`config.mk`:
```
export PLATFORM = sky130hd
export DESIGN_NAME = cam_capture_ctrl_flat
export DESIGN_NICKNAME = d
export VERILOG_FILES = /design/src/rtl/cam_capture_if.sv /design/src/rtl/cam_capture_ctrl.sv /design/src/flat_wrapper.sv
export SDC_FILE = /design/constraint.sdc
export NUM_CORES = 1
export LEC_CHECK = 0
export ABC_AREA = 1
export CORE_ASPECT_RATIO = 1.2
export CORE_UTILIZATION = 45
export DETAILED_ROUTE_END_ITERATION = 8
export PLACE_DENSITY_LB_ADDON = 0.3
export SYNTH_ARGS = -nofsm -noshare
export SYNTH_HDL_FRONTEND = slang
export SYNTH_SLANG_ARGS = --single-unit
```
`constraint.sdc`:
```
create_clock -name PCLK -period 2.2 [get_ports PCLK]
set_input_delay 0.44 -clock PCLK [delete_from_list [all_inputs] [get_ports PCLK]]
set_output_delay 0.44 -clock PCLK [all_outputs]
set_load 0.02 [all_outputs]
```
`src/rtl/cam_capture_if.sv`:
```
// Camera capture handshake bundle: request/sync inputs toward the sequencer, RAM-write and status outputs back.
interface cam_capture_if #(parameter int ADDR_W = 17);
   logic              cap_req;
   logic              cap_cont;
   logic              VSYNC;
   logic              HREF;
   logic              byte_hi;
   logic              pix_we;
   logic [ADDR_W-1:0] pix_addr;
   logic              frame_done;
   logic              frame_err;
   logic              busy;
   logic [15:0]       frame_cnt;

   modport master (
      output cap_req, cap_cont, VSYNC, HREF,
      input  byte_hi, pix_we, pix_addr, frame_done, frame_err, busy, frame_cnt
   );

   modport slave (
      input  cap_req, cap_cont, VSYNC, HREF,
      output byte_hi, pix_we, pix_addr, frame_done, frame_err, busy, frame_cnt
   );
endinterface

```
`src/rtl/cam_capture_ctrl.sv`:
```
// Frame-capture sequencer: pairs camera bytes into 16-bit pixels and writes RAM port A.
// Optional good-frame counter enabled by defining CAM_CTRL_FRAME_CNT_EN.
module cam_capture_ctrl #(
   parameter int ADDR_W  = 17,
   parameter int H_PIX   = 320,
   parameter int V_LINES = 240
) (
   input logic          PCLK,
   input logic          HRESETn,
   cam_capture_if.slave cam
);
   // state | meaning
   // IDLE  | waiting for synced request
   // ARM   | waiting for VSYNC high (blanking)
   // SOF   | blanking, counters cleared, waiting for VSYNC low
   // CAP   | capturing lines
   // DONE  | frame complete, frame_done high
   typedef enum logic [2:0] {S_IDLE, S_ARM, S_SOF, S_CAP, S_DONE} state_t;

   localparam int BC_W = $clog2(2*H_PIX + 2);
   localparam int LC_W = $clog2(V_LINES + 2);
   localparam logic [BC_W-1:0]   BYTES_EXP = BC_W'(2*H_PIX);
   localparam logic [LC_W-1:0]   LINES_EXP = LC_W'(V_LINES);
   localparam logic [ADDR_W-1:0] PIX_END   = ADDR_W'(H_PIX*V_LINES);

   state_t            r_state;
   logic              r_req_s1, r_req_s;
   logic              r_phase;
   logic              r_pix_we;
   logic [ADDR_W-1:0] r_pix_addr;
   logic [BC_W-1:0]   r_byte_cnt;
   logic [LC_W-1:0]   r_line_cnt;
   logic              r_frame_done, r_frame_err, r_busy;

   logic              w_byte, w_full, w_line_end, w_err_acc;
   logic [LC_W-1:0]   w_lines_next;

   // A byte is taken only while capturing and before VSYNC truncates the line.
   assign w_byte       = (r_state == S_CAP) && r_req_s && cam.HREF && !cam.VSYNC;
   assign w_full       = (r_pix_addr == PIX_END);
   assign w_line_end   = (r_state == S_CAP) && (r_byte_cnt != '0) && (!cam.HREF || cam.VSYNC);
   assign w_lines_next = (w_line_end && !(&r_line_cnt)) ? r_line_cnt + 1'b1 : r_line_cnt;
   assign w_err_acc    = r_frame_err
                       | (w_line_end && (r_byte_cnt != BYTES_EXP))
                       | (w_byte && r_phase && w_full);

   always_ff @(posedge PCLK or negedge HRESETn) begin
      if (!HRESETn) begin
         r_state      <= S_IDLE;
         r_req_s1     <= 1'b0;
         r_req_s      <= 1'b0;
         r_phase      <= 1'b0;
         r_pix_we     <= 1'b0;
         r_pix_addr   <= '0;
         r_byte_cnt   <= '0;
         r_line_cnt   <= '0;
         r_frame_done <= 1'b0;
         r_frame_err  <= 1'b0;
         r_busy       <= 1'b0;
      end else begin
         r_req_s1 <= cam.cap_req;
         r_req_s  <= r_req_s1;
         r_pix_we <= 1'b0;
         r_phase  <= 1'b0;
         case (r_state)
            S_IDLE: begin
               if (r_req_s) begin
                  r_state <= S_ARM;
                  r_busy  <= 1'b1;
               end
            end
            S_ARM, S_SOF: begin
               if (!r_req_s) begin
                  r_state     <= S_IDLE;
                  r_busy      <= 1'b0;
                  r_frame_err <= 1'b0;
               end else if (r_state == S_ARM && cam.VSYNC) begin
                  r_state     <= S_SOF;
                  r_pix_addr  <= '0;
                  r_byte_cnt  <= '0;
                  r_line_cnt  <= '0;
                  r_frame_err <= 1'b0;
               end else if (r_state == S_SOF && !cam.VSYNC) begin
                  r_state <= S_CAP;
               end
            end
            S_CAP: begin
               if (!r_req_s) begin
                  r_state     <= S_IDLE;
                  r_busy      <= 1'b0;
                  r_frame_err <= 1'b0;
               end else begin
                  r_phase  <= w_byte & ~r_phase;
                  r_pix_we <= w_byte & r_phase & ~w_full;
                  if (r_pix_we) r_pix_addr <= r_pix_addr + 1'b1;
                  if (w_byte)
                     r_byte_cnt <= (&r_byte_cnt) ? r_byte_cnt : r_byte_cnt + 1'b1;
                  else if (!cam.HREF)
                     r_byte_cnt <= '0;
                  r_line_cnt <= w_lines_next;
                  if (cam.VSYNC) begin
                     r_state      <= S_DONE;
                     r_frame_done <= 1'b1;
                     r_frame_err  <= w_err_acc | (w_lines_next != LINES_EXP);
                  end else begin
                     r_frame_err <= w_err_acc;
                  end
               end
            end
            S_DONE: begin
               if (!r_req_s) begin
                  r_state      <= S_IDLE;
                  r_busy       <= 1'b0;
                  r_frame_done <= 1'b0;
               end else if (cam.cap_cont) begin
                  r_state      <= S_SOF;
                  r_frame_done <= 1'b0;
                  r_pix_addr   <= '0;
                  r_byte_cnt   <= '0;
                  r_line_cnt   <= '0;
                  r_frame_err  <= 1'b0;
               end
            end
            default: begin
               r_state <= S_IDLE;
               r_busy  <= 1'b0;
            end
         endcase
      end
   end

`ifdef CAM_CTRL_FRAME_CNT_EN
   logic [15:0] r_frame_cnt;

   always_ff @(posedge PCLK or negedge HRESETn) begin
      if (!HRESETn)
         r_frame_cnt <= '0;
      else if (r_state == S_CAP && r_req_s && cam.VSYNC
               && !(w_err_acc || (w_lines_next != LINES_EXP)))
         r_frame_cnt <= r_frame_cnt + 16'd1;
   end

   assign cam.frame_cnt = r_frame_cnt;
`else
   assign cam.frame_cnt = 16'h0000;
`endif

   assign cam.byte_hi    = ~(w_byte & r_phase);
   assign cam.pix_we     = r_pix_we;
   assign cam.pix_addr   = r_pix_addr;
   assign cam.frame_done = r_frame_done;
   assign cam.frame_err  = r_frame_err;
   assign cam.busy       = r_busy;
endmodule
```
`src/flat_wrapper.sv`:
```
// flat-port wrapper written by rule: the top's interface ports become plain ports
module cam_capture_ctrl_flat 
#(
   parameter int ADDR_W  = 17,
   parameter int H_PIX   = 320,
   parameter int V_LINES = 240
)
  (PCLK, HRESETn, cam_cap_req, cam_cap_cont, cam_VSYNC, cam_HREF, cam_byte_hi, cam_pix_we, cam_pix_addr, cam_frame_done, cam_frame_err, cam_busy, cam_frame_cnt);
  cam_capture_if #(.ADDR_W(ADDR_W)) cam_i ();
  input logic PCLK;
  input logic HRESETn;
  input wire logic [$bits(cam_i.cap_req)-1:0] cam_cap_req;
  input wire logic [$bits(cam_i.cap_cont)-1:0] cam_cap_cont;
  input wire logic [$bits(cam_i.VSYNC)-1:0] cam_VSYNC;
  input wire logic [$bits(cam_i.HREF)-1:0] cam_HREF;
  output wire logic [$bits(cam_i.byte_hi)-1:0] cam_byte_hi;
  output wire logic [$bits(cam_i.pix_we)-1:0] cam_pix_we;
  output wire logic [$bits(cam_i.pix_addr)-1:0] cam_pix_addr;
  output wire logic [$bits(cam_i.frame_done)-1:0] cam_frame_done;
  output wire logic [$bits(cam_i.frame_err)-1:0] cam_frame_err;
  output wire logic [$bits(cam_i.busy)-1:0] cam_busy;
  output wire logic [$bits(cam_i.frame_cnt)-1:0] cam_frame_cnt;
  assign cam_i.cap_req = cam_cap_req;
  assign cam_i.cap_cont = cam_cap_cont;
  assign cam_i.VSYNC = cam_VSYNC;
  assign cam_i.HREF = cam_HREF;
  assign cam_byte_hi = cam_i.byte_hi;
  assign cam_pix_we = cam_i.pix_we;
  assign cam_pix_addr = cam_i.pix_addr;
  assign cam_frame_done = cam_i.frame_done;
  assign cam_frame_err = cam_i.frame_err;
  assign cam_busy = cam_i.busy;
  assign cam_frame_cnt = cam_i.frame_cnt;
  cam_capture_ctrl #(.ADDR_W(ADDR_W), .H_PIX(H_PIX), .V_LINES(V_LINES)) u_core (.PCLK(PCLK), .HRESETn(HRESETn), .cam(cam_i));
endmodule
```
==> results of run 1 <==
-- cells by family (layout without fill, tap and decap cells) --
group	Yosys count	after routing	synth area share
adders and majority gates	5	5	0.0208
and+or+nand+nor	203	203	0.318
xor gates and xnor gates	19	19	0.0553
DFF	45	45	0.374
AOI/OAI and AO/OA	53	53	0.108
buffers and inverters	74	109	0.122
other	1	16	0.00125
-- power by group --
group / switching (mW) / internal (mW) / leakage (nW)
Combinational: 0.806 / 0.408 / 0.914
Sequential: 0.0646 / 0.889 / 0.613
Clock: 0.311 / 0.226 / 0.0445
-- worst register-to-register path: stages (launching register included) --
cell                        delay [ps]
sky130_fd_sc_hd__dfrtp_1           420
sky130_fd_sc_hd__ha_1              210
sky130_fd_sc_hd__inv_1              60
sky130_fd_sc_hd__nor3_1            340
sky130_fd_sc_hd__nand3_1           160
sky130_fd_sc_hd__nand2_1           100
sky130_fd_sc_hd__o2111ai_1         110
sky130_fd_sc_hd__nand2_2           160
sky130_fd_sc_hd__clkinv_4          140
sky130_fd_sc_hd__nand3_1           110
sky130_fd_sc_hd__o21ai_2            50
-- layout by cell type (no fill, tap or decap), drive strengths merged --
cell | Yosys | final
nand2 | 97 | 97
inv | 51 | 52
dfrtp | 45 | 45
nor2 | 45 | 45
nand3 | 31 | 31
clkdlybuf4s50 | 0 | 25
o21ai | 25 | 25
buf | 20 | 22
conb | 1 | 16
xor2 | 15 | 15
nor3 | 14 | 14
nand4 | 12 | 12
o31ai | 10 | 10
a21oi | 7 | 7
o22ai | 6 | 6
clkbuf | 1 | 6
ha | 5 | 5
xnor2 | 4 | 4
nor4 | 3 | 3
clkinv | 2 | 3
a31o | 2 | 2
o211ai | 1 | 1
o2111ai | 1 | 1
nand3b | 1 | 1
a31oi | 1 | 1
clkinvlp | 0 | 1
-- sequential cells by signal, summed over array words and instances, names as in the netlist --
signal,flops
u_core.r_line_cnt,8
u_core.cam.busy,1
u_core.r_state,3
u_core.cam.frame_err,1
u_core.cam.pix_addr,17
u_core.cam.frame_done,1
u_core.r_phase,1
u_core.r_req_s,1
u_core.cam.pix_we,1
u_core.r_byte_cnt,10
u_core.r_req_s1,1
-- worst min path at each step --
stage | start | to | cells after the start
3_5_place_dp | u_core.r_req_s1 | u_core.r_req_s | 0
2_1_floorplan | HRESETn | u_core.cam.busy | 0
3_3_place_gp | u_core.r_req_s1 | u_core.r_req_s | 0
4_1_cts | HRESETn | u_core.r_line_cnt[1] | 1
6_report | HRESETn | u_core.r_line_cnt[4] | 1
5_1_grt | HRESETn | u_core.r_line_cnt[1] | 1
-- cell type report --
cell class,instances,area (sq um),share of cell area
Multi-Input combinational cell,296,1590,0.447
Sequential cell,45,1130,0.318
Timing Repair Buffer,48,430,0.121
Inverter,53,204,0.0575
Tap cell,85,106,0.0300
Clock buffer,5,68.8,0.0194
Clock inverter,3,21.3,0.00600
-- metal layers --
layer,global-route usage,wire (microns),up-vias
li1,-,-,1375
met1,0.249,2980,1289
met2,0.341,3240,56
met3,0.0241,232,7
met4,0.0705,88,0
met5,0,0,-
-- repair_timing --
| item | CTS | global route |
|---|---|---|
| resized for setup | 2 | 7 |
| pin swaps | 0 | 1 |
| endpoints found under the setup margin | 1 | 2 |
| setup buffers | 0 | 2 |
-- metrics by stage --
stage	instances	setup TNS [ps]	utilization	hold slack, ps
4_1_cts	533	0	0.546	162
2_1_floorplan	415	0	-	144
3_3_place_gp	525	-97.8	0.532	335
6_report	535	0	0.550	137
5_1_grt	535	0	0.550	185
3_5_place_dp	525	-93.5	0.532	338
==> metrics.txt, run 1 <==
# TYPE chip_impl_metric gauge
chip_impl_metric{name="nets",unit=""} 460
chip_impl_metric{name="drt-initial-drc-count",unit=""} 79
chip_impl_info{name="worstSetupStartpointType",value="register"} 1
chip_impl_metric{name="cts.hold.buffers_added",unit=""} 0
chip_impl_metric{name="floorplan.io_pins",unit=""} 44
chip_impl_metric{name="crit_cells",unit=""} 10
chip_impl_metric{name="vias",unit=""} 2727
chip_impl_metric{name="irDropWorstVdd",unit="mV"} 0.570
chip_impl_metric{name="tightest_slew",unit="ps"} 614
chip_impl_metric{name="layout_setup_ws",unit="ps"} 223
chip_impl_info{name="synth_flop_cell",value="sky130_fd_sc_hd__dfrtp_1"} 1
chip_impl_metric{name="clock_latency_reported_for_the_late_side_of_the_worst_skew_pair",unit="ps"} 310
chip_impl_info{name="hold_class",value="in2async"} 1
chip_impl_info{name="cp_cell_sequence",value="ha_1, inv_1, nor3_1, nand3_1, nand2_1, o2111ai_1, nand2_2, clkinv_4, nand3_1, o21ai_2"} 1
chip_impl_metric{name="final_layout_size_suffix_gt1_frac",unit=""} 0.142
chip_impl_info{name="post-synth-top-count-cell",value="sky130_fd_sc_hd__nand2_1"} 1
chip_impl_metric{name="post_drt_via_cell_ratio",unit=""} 5.10
chip_impl_metric{name="critPathBufInv",unit=""} 2
chip_impl_metric{name="globalplace.congestion",unit=""} 0.881
chip_impl_info{name="worst_path_max_delay_cell",value="sky130_fd_sc_hd__dfrtp_1"} 1
chip_impl_metric{name="netlist-cell-type-count",unit=""} 38
chip_impl_metric{name="dr.pass1.iters",unit=""} 4
chip_impl_info{name="critical_path.reg2reg.startpoint",value="u_core.r_byte_cnt[0]"} 1
chip_impl_metric{name="count_of_inserted_antenna_diode_cells",unit=""} 0
chip_impl_metric{name="design_power_total",unit="mW"} 2.70
chip_impl_metric{name="chipHeight",unit="microns"} 91.6
chip_impl_info{name="synth_top_cells_by_count",value="92 x sky130_fd_sc_hd__nand2_1, 46 x sky130_fd_sc_hd__inv_1, 45 x sky130_fd_sc_hd__dfrtp_1, 38 x sky130_fd_sc_hd__nor2_1, 28 x sky130_fd_sc_hd__nand3_1"} 1
chip_impl_metric{name="cts_buffers",unit=""} 5
chip_impl_metric{name="grt_pass1_wl",unit="microns"} 11100
chip_impl_metric{name="antenna_left",unit=""} 0
chip_impl_metric{name="final_design_area_no_fill",unit="sq mm"} 0.00354
chip_impl_metric{name="grt_overflow",unit=""} 0
chip_impl_info{name="setup.worst_path.end_class",value="register"} 1
chip_impl_info{name="worst_r2r_endpoint",value="u_core.r_byte_cnt[0]"} 1
chip_impl_info{name="tritoncts",value="built"} 1
chip_impl_metric{name="placement.cell_area",unit="sq mm"} 0.00343
chip_impl_metric{name="numClockSinks",unit=""} 45
chip_impl_metric{name="initial_core_util",unit=""} 0.467
chip_impl_metric{name="worst_case_clock_buffer_depth",unit=""} 2
chip_impl_metric{name="antenna_found_initial",unit=""} 0
chip_impl_metric{name="static-leakage-power",unit="nW"} 1.57
chip_impl_metric{name="die_area",unit="sq mm"} 0.00702
chip_impl_metric{name="relSlewSlack",unit=""} 0.591
chip_impl_info{name="yosys-top-cells-area",value="sky130_fd_sc_hd__dfrtp_1 37%, sky130_fd_sc_hd__nand2_1 11%, sky130_fd_sc_hd__inv_1 5.7%"} 1
chip_impl_metric{name="crit_path_max_fanout",unit=""} 13
chip_impl_metric{name="yosysTopAreaCellShare",unit=""} 0.374
chip_impl_info{name="critical_path.startpoint",value="u_core.r_byte_cnt[0]"} 1
chip_impl_metric{name="post-route-period-util",unit=""} 0.899
chip_impl_metric{name="core.rowCount",unit=""} 32
chip_impl_metric{name="cts.clk_slew.worst_paths",unit="ps"} 90
chip_impl_metric{name="slowest_delay",unit="ps"} 420
chip_impl_metric{name="count_of_warnings_emitted_by_yosys",unit=""} 0
chip_impl_info{name="timing.critical_path.to",value="u_core.r_byte_cnt[0]"} 1
chip_impl_metric{name="floorplan.die.width",unit="microns"} 76.6
chip_impl_metric{name="synthesis.area_per_instance",unit="sq um"} 7.52
chip_impl_info{name="root_buffer",value="sky130_fd_sc_hd__clkbuf_8"} 1
chip_impl_metric{name="finalSetupViolations",unit=""} 0
chip_impl_metric{name="postSynthCellCount",unit=""} 400
chip_impl_info{name="synth_top_cell_by_area",value="sky130_fd_sc_hd__dfrtp_1"} 1
chip_impl_metric{name="synth_edf_count",unit=""} 0
chip_impl_metric{name="filler_cell_count",unit=""} 615
chip_impl_metric{name="clk_skew",unit="ps"} 9.63
chip_impl_metric{name="h-tree-depth",unit=""} 2
chip_impl_metric{name="power.density",unit="mW/mm^2"} 763
chip_impl_metric{name="p_r_area_growth_vs_syn",unit="%"} 17.8
chip_impl_metric{name="grt_use_total",unit=""} 0.196
chip_impl_metric{name="detailedPlace.worstSlack",unit="ps"} -79.7
chip_impl_metric{name="synth.ff_latch_count",unit=""} 45
chip_impl_metric{name="cap_violations",unit=""} 0
chip_impl_metric{name="wirelength",unit="microns"} 6540
chip_impl_info{name="worst-setup-path-type",value="reg2reg"} 1
chip_impl_metric{name="reg2reg_depth",unit=""} 10
chip_impl_metric{name="core-area",unit="sq mm"} 0.00645
chip_impl_metric{name="slack_of_the_worst_reg_to_reg_path",unit="ps"} 220
chip_impl_info{name="run_status",value="complete, no violations"} 1
chip_impl_metric{name="wire_per_inst",unit="microns"} 12.2
chip_impl_info{name="crit_path_frequent_cell",value="sky130_fd_sc_hd__nand3_1"} 1
chip_impl_metric{name="drcViolationCount",unit=""} 0
chip_impl_metric{name="cp_data_arrival_time",unit="ps"} 2170
chip_impl_info{name="unrepaired_setup_endpoints_after_global_routing",value="no"} 1
chip_impl_metric{name="number_of_i_o_port_buffers",unit=""} 27
chip_impl_info{name="worst_path_dominant_cell_family",value="simple AND/OR/NAND/NOR gates"} 1
chip_impl_metric{name="maxClockFrequency",unit="MHz"} 506
chip_impl_metric{name="synthArstFlopShare",unit=""} 1.00
chip_impl_metric{name="detailed_place_hpwl",unit="microns"} 4860
chip_impl_metric{name="largest_net_degree_at_the_start_of_global_routing",unit=""} 30
chip_impl_metric{name="final-max-slew-violation-count",unit=""} 0
chip_impl_metric{name="period_minus_slack",unit="ps"} 1980
chip_impl_metric{name="required",unit="ps"} 2390
chip_impl_metric{name="post_synth_design_cell_area",unit="sq mm"} 0.00301
chip_impl_metric{name="synth-seq-area-share",unit=""} 0.374
chip_impl_metric{name="hold_violations",unit=""} 0
chip_impl_metric{name="first_global_vias",unit=""} 2520
Note: power is estimated with default switching activity, not from simulation.
==> run 2, diff against run 1 <==
- CAP_MARGIN: unset -> 20
==> results of run 2 <==
No change in the layout: final DEF, timing and power equal those of run 1.
==> run 3, diff against run 2 <==
- CORE_ASPECT_RATIO: 1.2 -> 0.75
- GPL_TIMING_DRIVEN: unset -> 1
==> metrics.txt, run 3 (same netlist as run 1, synthesis figures left out) <==
# TYPE chip_impl_metric gauge
chip_impl_info{name="run_status",value="complete, no violations"} 1
chip_impl_metric{name="relSlewSlack",unit=""} 0.603
chip_impl_metric{name="worst_slack_on_hold_paths",unit="ps"} 218
chip_impl_metric{name="cp_data_arrival_time",unit="ps"} 1610
chip_impl_metric{name="dr.pass1.iters",unit=""} 5
chip_impl_metric{name="finalSetupViolations",unit=""} 0
chip_impl_metric{name="slack_of_the_worst_reg_to_reg_path",unit="ps"} 170
chip_impl_metric{name="grt_use_total",unit=""} 0.206
chip_impl_metric{name="core.rowCount",unit=""} 25
chip_impl_metric{name="slowest_delay",unit="ps"} 400
chip_impl_info{name="worst_path_max_delay_cell",value="sky130_fd_sc_hd__dfrtp_1"} 1
chip_impl_info{name="tritoncts",value="built"} 1
chip_impl_metric{name="period_minus_slack",unit="ps"} 2050
chip_impl_info{name="setup.worst_path.end_class",value="primary output"} 1
chip_impl_info{name="worst-setup-path-type",value="reg2out"} 1
chip_impl_metric{name="numClockSinks",unit=""} 45
chip_impl_metric{name="placement.cell_area",unit="sq mm"} 0.00341
chip_impl_metric{name="globalplace.congestion",unit=""} 0.871
chip_impl_info{name="worst_path_dominant_cell_family",value="simple AND/OR/NAND/NOR gates"} 1
chip_impl_metric{name="largest_net_degree_at_the_start_of_global_routing",unit=""} 46
chip_impl_metric{name="globalRouteMet3Util",unit=""} 0.0458
chip_impl_metric{name="tightest_slew",unit="ps"} 596
chip_impl_metric{name="largest_reg_flops",unit=""} 17
chip_impl_metric{name="drcViolationCount",unit=""} 0
chip_impl_metric{name="required",unit="ps"} 1760
chip_impl_metric{name="die_area",unit="sq mm"} 0.00702
chip_impl_info{name="hold_class",value="in2async"} 1
chip_impl_metric{name="floorplan.die.width",unit="microns"} 96.4
chip_impl_metric{name="nets",unit=""} 457
chip_impl_metric{name="antenna_found_initial",unit=""} 0
chip_impl_info{name="root_buffer",value="sky130_fd_sc_hd__clkbuf_8"} 1
chip_impl_metric{name="post_drt_via_cell_ratio",unit=""} 5.18
chip_impl_metric{name="grt_util_met1",unit=""} 0.310
chip_impl_metric{name="layout.cells.non_filler",unit=""} 527
chip_impl_metric{name="p_r_area_growth_vs_syn",unit="%"} 17.4
chip_impl_info{name="critical_path.reg2reg.startpoint",value="u_core.r_state[0]"} 1
chip_impl_metric{name="final_design_area_no_fill",unit="sq mm"} 0.00353
chip_impl_metric{name="number_of_i_o_port_buffers",unit=""} 27
chip_impl_metric{name="final-max-slew-violation-count",unit=""} 0
chip_impl_info{name="most-common-layout-cells",value="91 x sky130_fd_sc_hd__nand2_1, 46 x sky130_fd_sc_hd__inv_1, 43 x sky130_fd_sc_hd__dfrtp_1"} 1
chip_impl_metric{name="wire_per_inst",unit="microns"} 12.8
chip_impl_metric{name="cts.clk_slew.worst_paths",unit="ps"} 90
chip_impl_metric{name="reg2reg_depth",unit=""} 10
chip_impl_metric{name="cts.hold.buffers_added",unit=""} 0
chip_impl_metric{name="clk_skew",unit="ps"} 2.92
chip_impl_info{name="unrepaired_setup_endpoints_after_global_routing",value="no"} 1
chip_impl_info{name="worst_r2r_endpoint",value="u_core.cam.pix_addr[7]"} 1
chip_impl_metric{name="hold_violations",unit=""} 0
chip_impl_metric{name="irDropWorstVdd",unit="mV"} 0.444
chip_impl_metric{name="detailed_place_hpwl",unit="microns"} 4960
chip_impl_info{name="cp_cell_sequence",value="inv_2, nand3_4, nor2_4, nand2_2, nor2_4, nand2_1, dlygate4sd2_1"} 1
chip_impl_metric{name="wirelength",unit="microns"} 6760
chip_impl_info{name="worstSetupStartpointType",value="register"} 1
chip_impl_metric{name="core-area",unit="sq mm"} 0.00638
chip_impl_metric{name="worst_case_clock_buffer_depth",unit=""} 2
chip_impl_metric{name="maxClockFrequency",unit="MHz"} 488
chip_impl_metric{name="grt_pass1_wl",unit="microns"} 11200
chip_impl_metric{name="static-leakage-power",unit="nW"} 1.57
chip_impl_metric{name="cap_violations",unit=""} 0
chip_impl_metric{name="place.detailed.instances",unit=""} 520
chip_impl_metric{name="floorplan.io_pins",unit=""} 44
chip_impl_metric{name="count_of_inserted_antenna_diode_cells",unit=""} 0
chip_impl_metric{name="final_layout_size_suffix_gt1_frac",unit=""} 0.130
chip_impl_info{name="crit_path_frequent_cell",value="sky130_fd_sc_hd__nor2_4"} 1
chip_impl_metric{name="initial_core_util",unit=""} 0.471
chip_impl_metric{name="crit_path_max_fanout",unit=""} 5
chip_impl_metric{name="grt.met2_usage",unit=""} 0.296
chip_impl_metric{name="first_global_vias",unit=""} 2362
chip_impl_metric{name="chipHeight",unit="microns"} 72.8
chip_impl_info{name="layout.cells.most_common",value="sky130_fd_sc_hd__nand2_1"} 1
chip_impl_metric{name="clock_latency_reported_for_the_late_side_of_the_worst_skew_pair",unit="ps"} 300
chip_impl_metric{name="drt-initial-drc-count",unit=""} 170
chip_impl_metric{name="cts_buffers",unit=""} 5
chip_impl_metric{name="grt_overflow",unit=""} 0
chip_impl_metric{name="vias",unit=""} 2730
chip_impl_metric{name="power.density",unit="mW/mm^2"} 796
chip_impl_info{name="gr-max-usage-layer",value="met1"} 1
chip_impl_metric{name="antenna_left",unit=""} 0
chip_impl_metric{name="h-tree-depth",unit=""} 2
chip_impl_metric{name="critPathBufInv",unit=""} 2
chip_impl_metric{name="post-route-period-util",unit=""} 0.931
==> run 3: cell count changes in the layout (fill, tap and decap cells not counted) <==
cell	delta
sky130_fd_sc_hd__ha_1	+1
sky130_fd_sc_hd__clkinvlp_4	-1
sky130_fd_sc_hd__dlygate4sd2_1	+1
sky130_fd_sc_hd__ha_2	-1
sky130_fd_sc_hd__inv_6	-1
sky130_fd_sc_hd__clkbuf_2	-1
sky130_fd_sc_hd__buf_4	-3
sky130_fd_sc_hd__bufinv_16	+1
==> run 3: layer usage <==
layer / wire [microns] / up-vias
met5: 0 / -
met4: 76 / 0
met3: 452 / 8
met2: 2860 / 88
met1: 3370 / 1268
li1: - / 1366
==> run 3: worst max path at each step <==
stage | start | endpoint | slack (ps) | cells past startpoint
final | u_core.r_state[2] | cam_byte_hi | 150 | 7
after global routing | u_core.r_line_cnt[1] | u_core.cam.frame_err | 0.04 | 14
after CTS | u_core.r_state[2] | cam_byte_hi | 120 | 7
after detailed placement | cam_VSYNC | cam_byte_hi | -70 | 6
after global placement | cam_VSYNC | cam_byte_hi | -90 | 6
after floorplan | u_core.r_byte_cnt[0] | u_core.cam.frame_err | 410 | 15
==> run 3: final cells by class <==
class	instances	area [sq um]
clock buffer	5	68.8
clock inverter	2	35.0
fill	602	2850
inverter	53	204
multi-input combinational	296	1580
sequential	45	1130
tap	81	101
timing repair buffer	45	412
==> run 3: where the power goes <==
group	leakage (nW)	total, mW	internal, mW	switching [mW]
combinational	0.903	1.23	0.404	0.826
sequential	0.613	0.957	0.889	0.0678
clock	0.0540	0.623	0.331	0.292
==> run 3: metrics by stage <==
stage                util  power [mW]  setup TNS [ps]  setup slack, ps
CTS                 0.551        2.82               0              115
finish              0.554        2.81               0              153
floorplan               -        1.91               0              407
global route        0.554        2.98               0           0.0426
global placement    0.535        2.16           -91.5            -91.5
detailed placement  0.535        2.19            -113            -68.8
==> run 3: timing repair <==
action | CTS | global route
cloned | 0 | 0
pin swaps | 0 | 1
setup buffers | 0 | 0
setup endpoints to repair | 1 | 1
gates resized for setup | 2 | 4
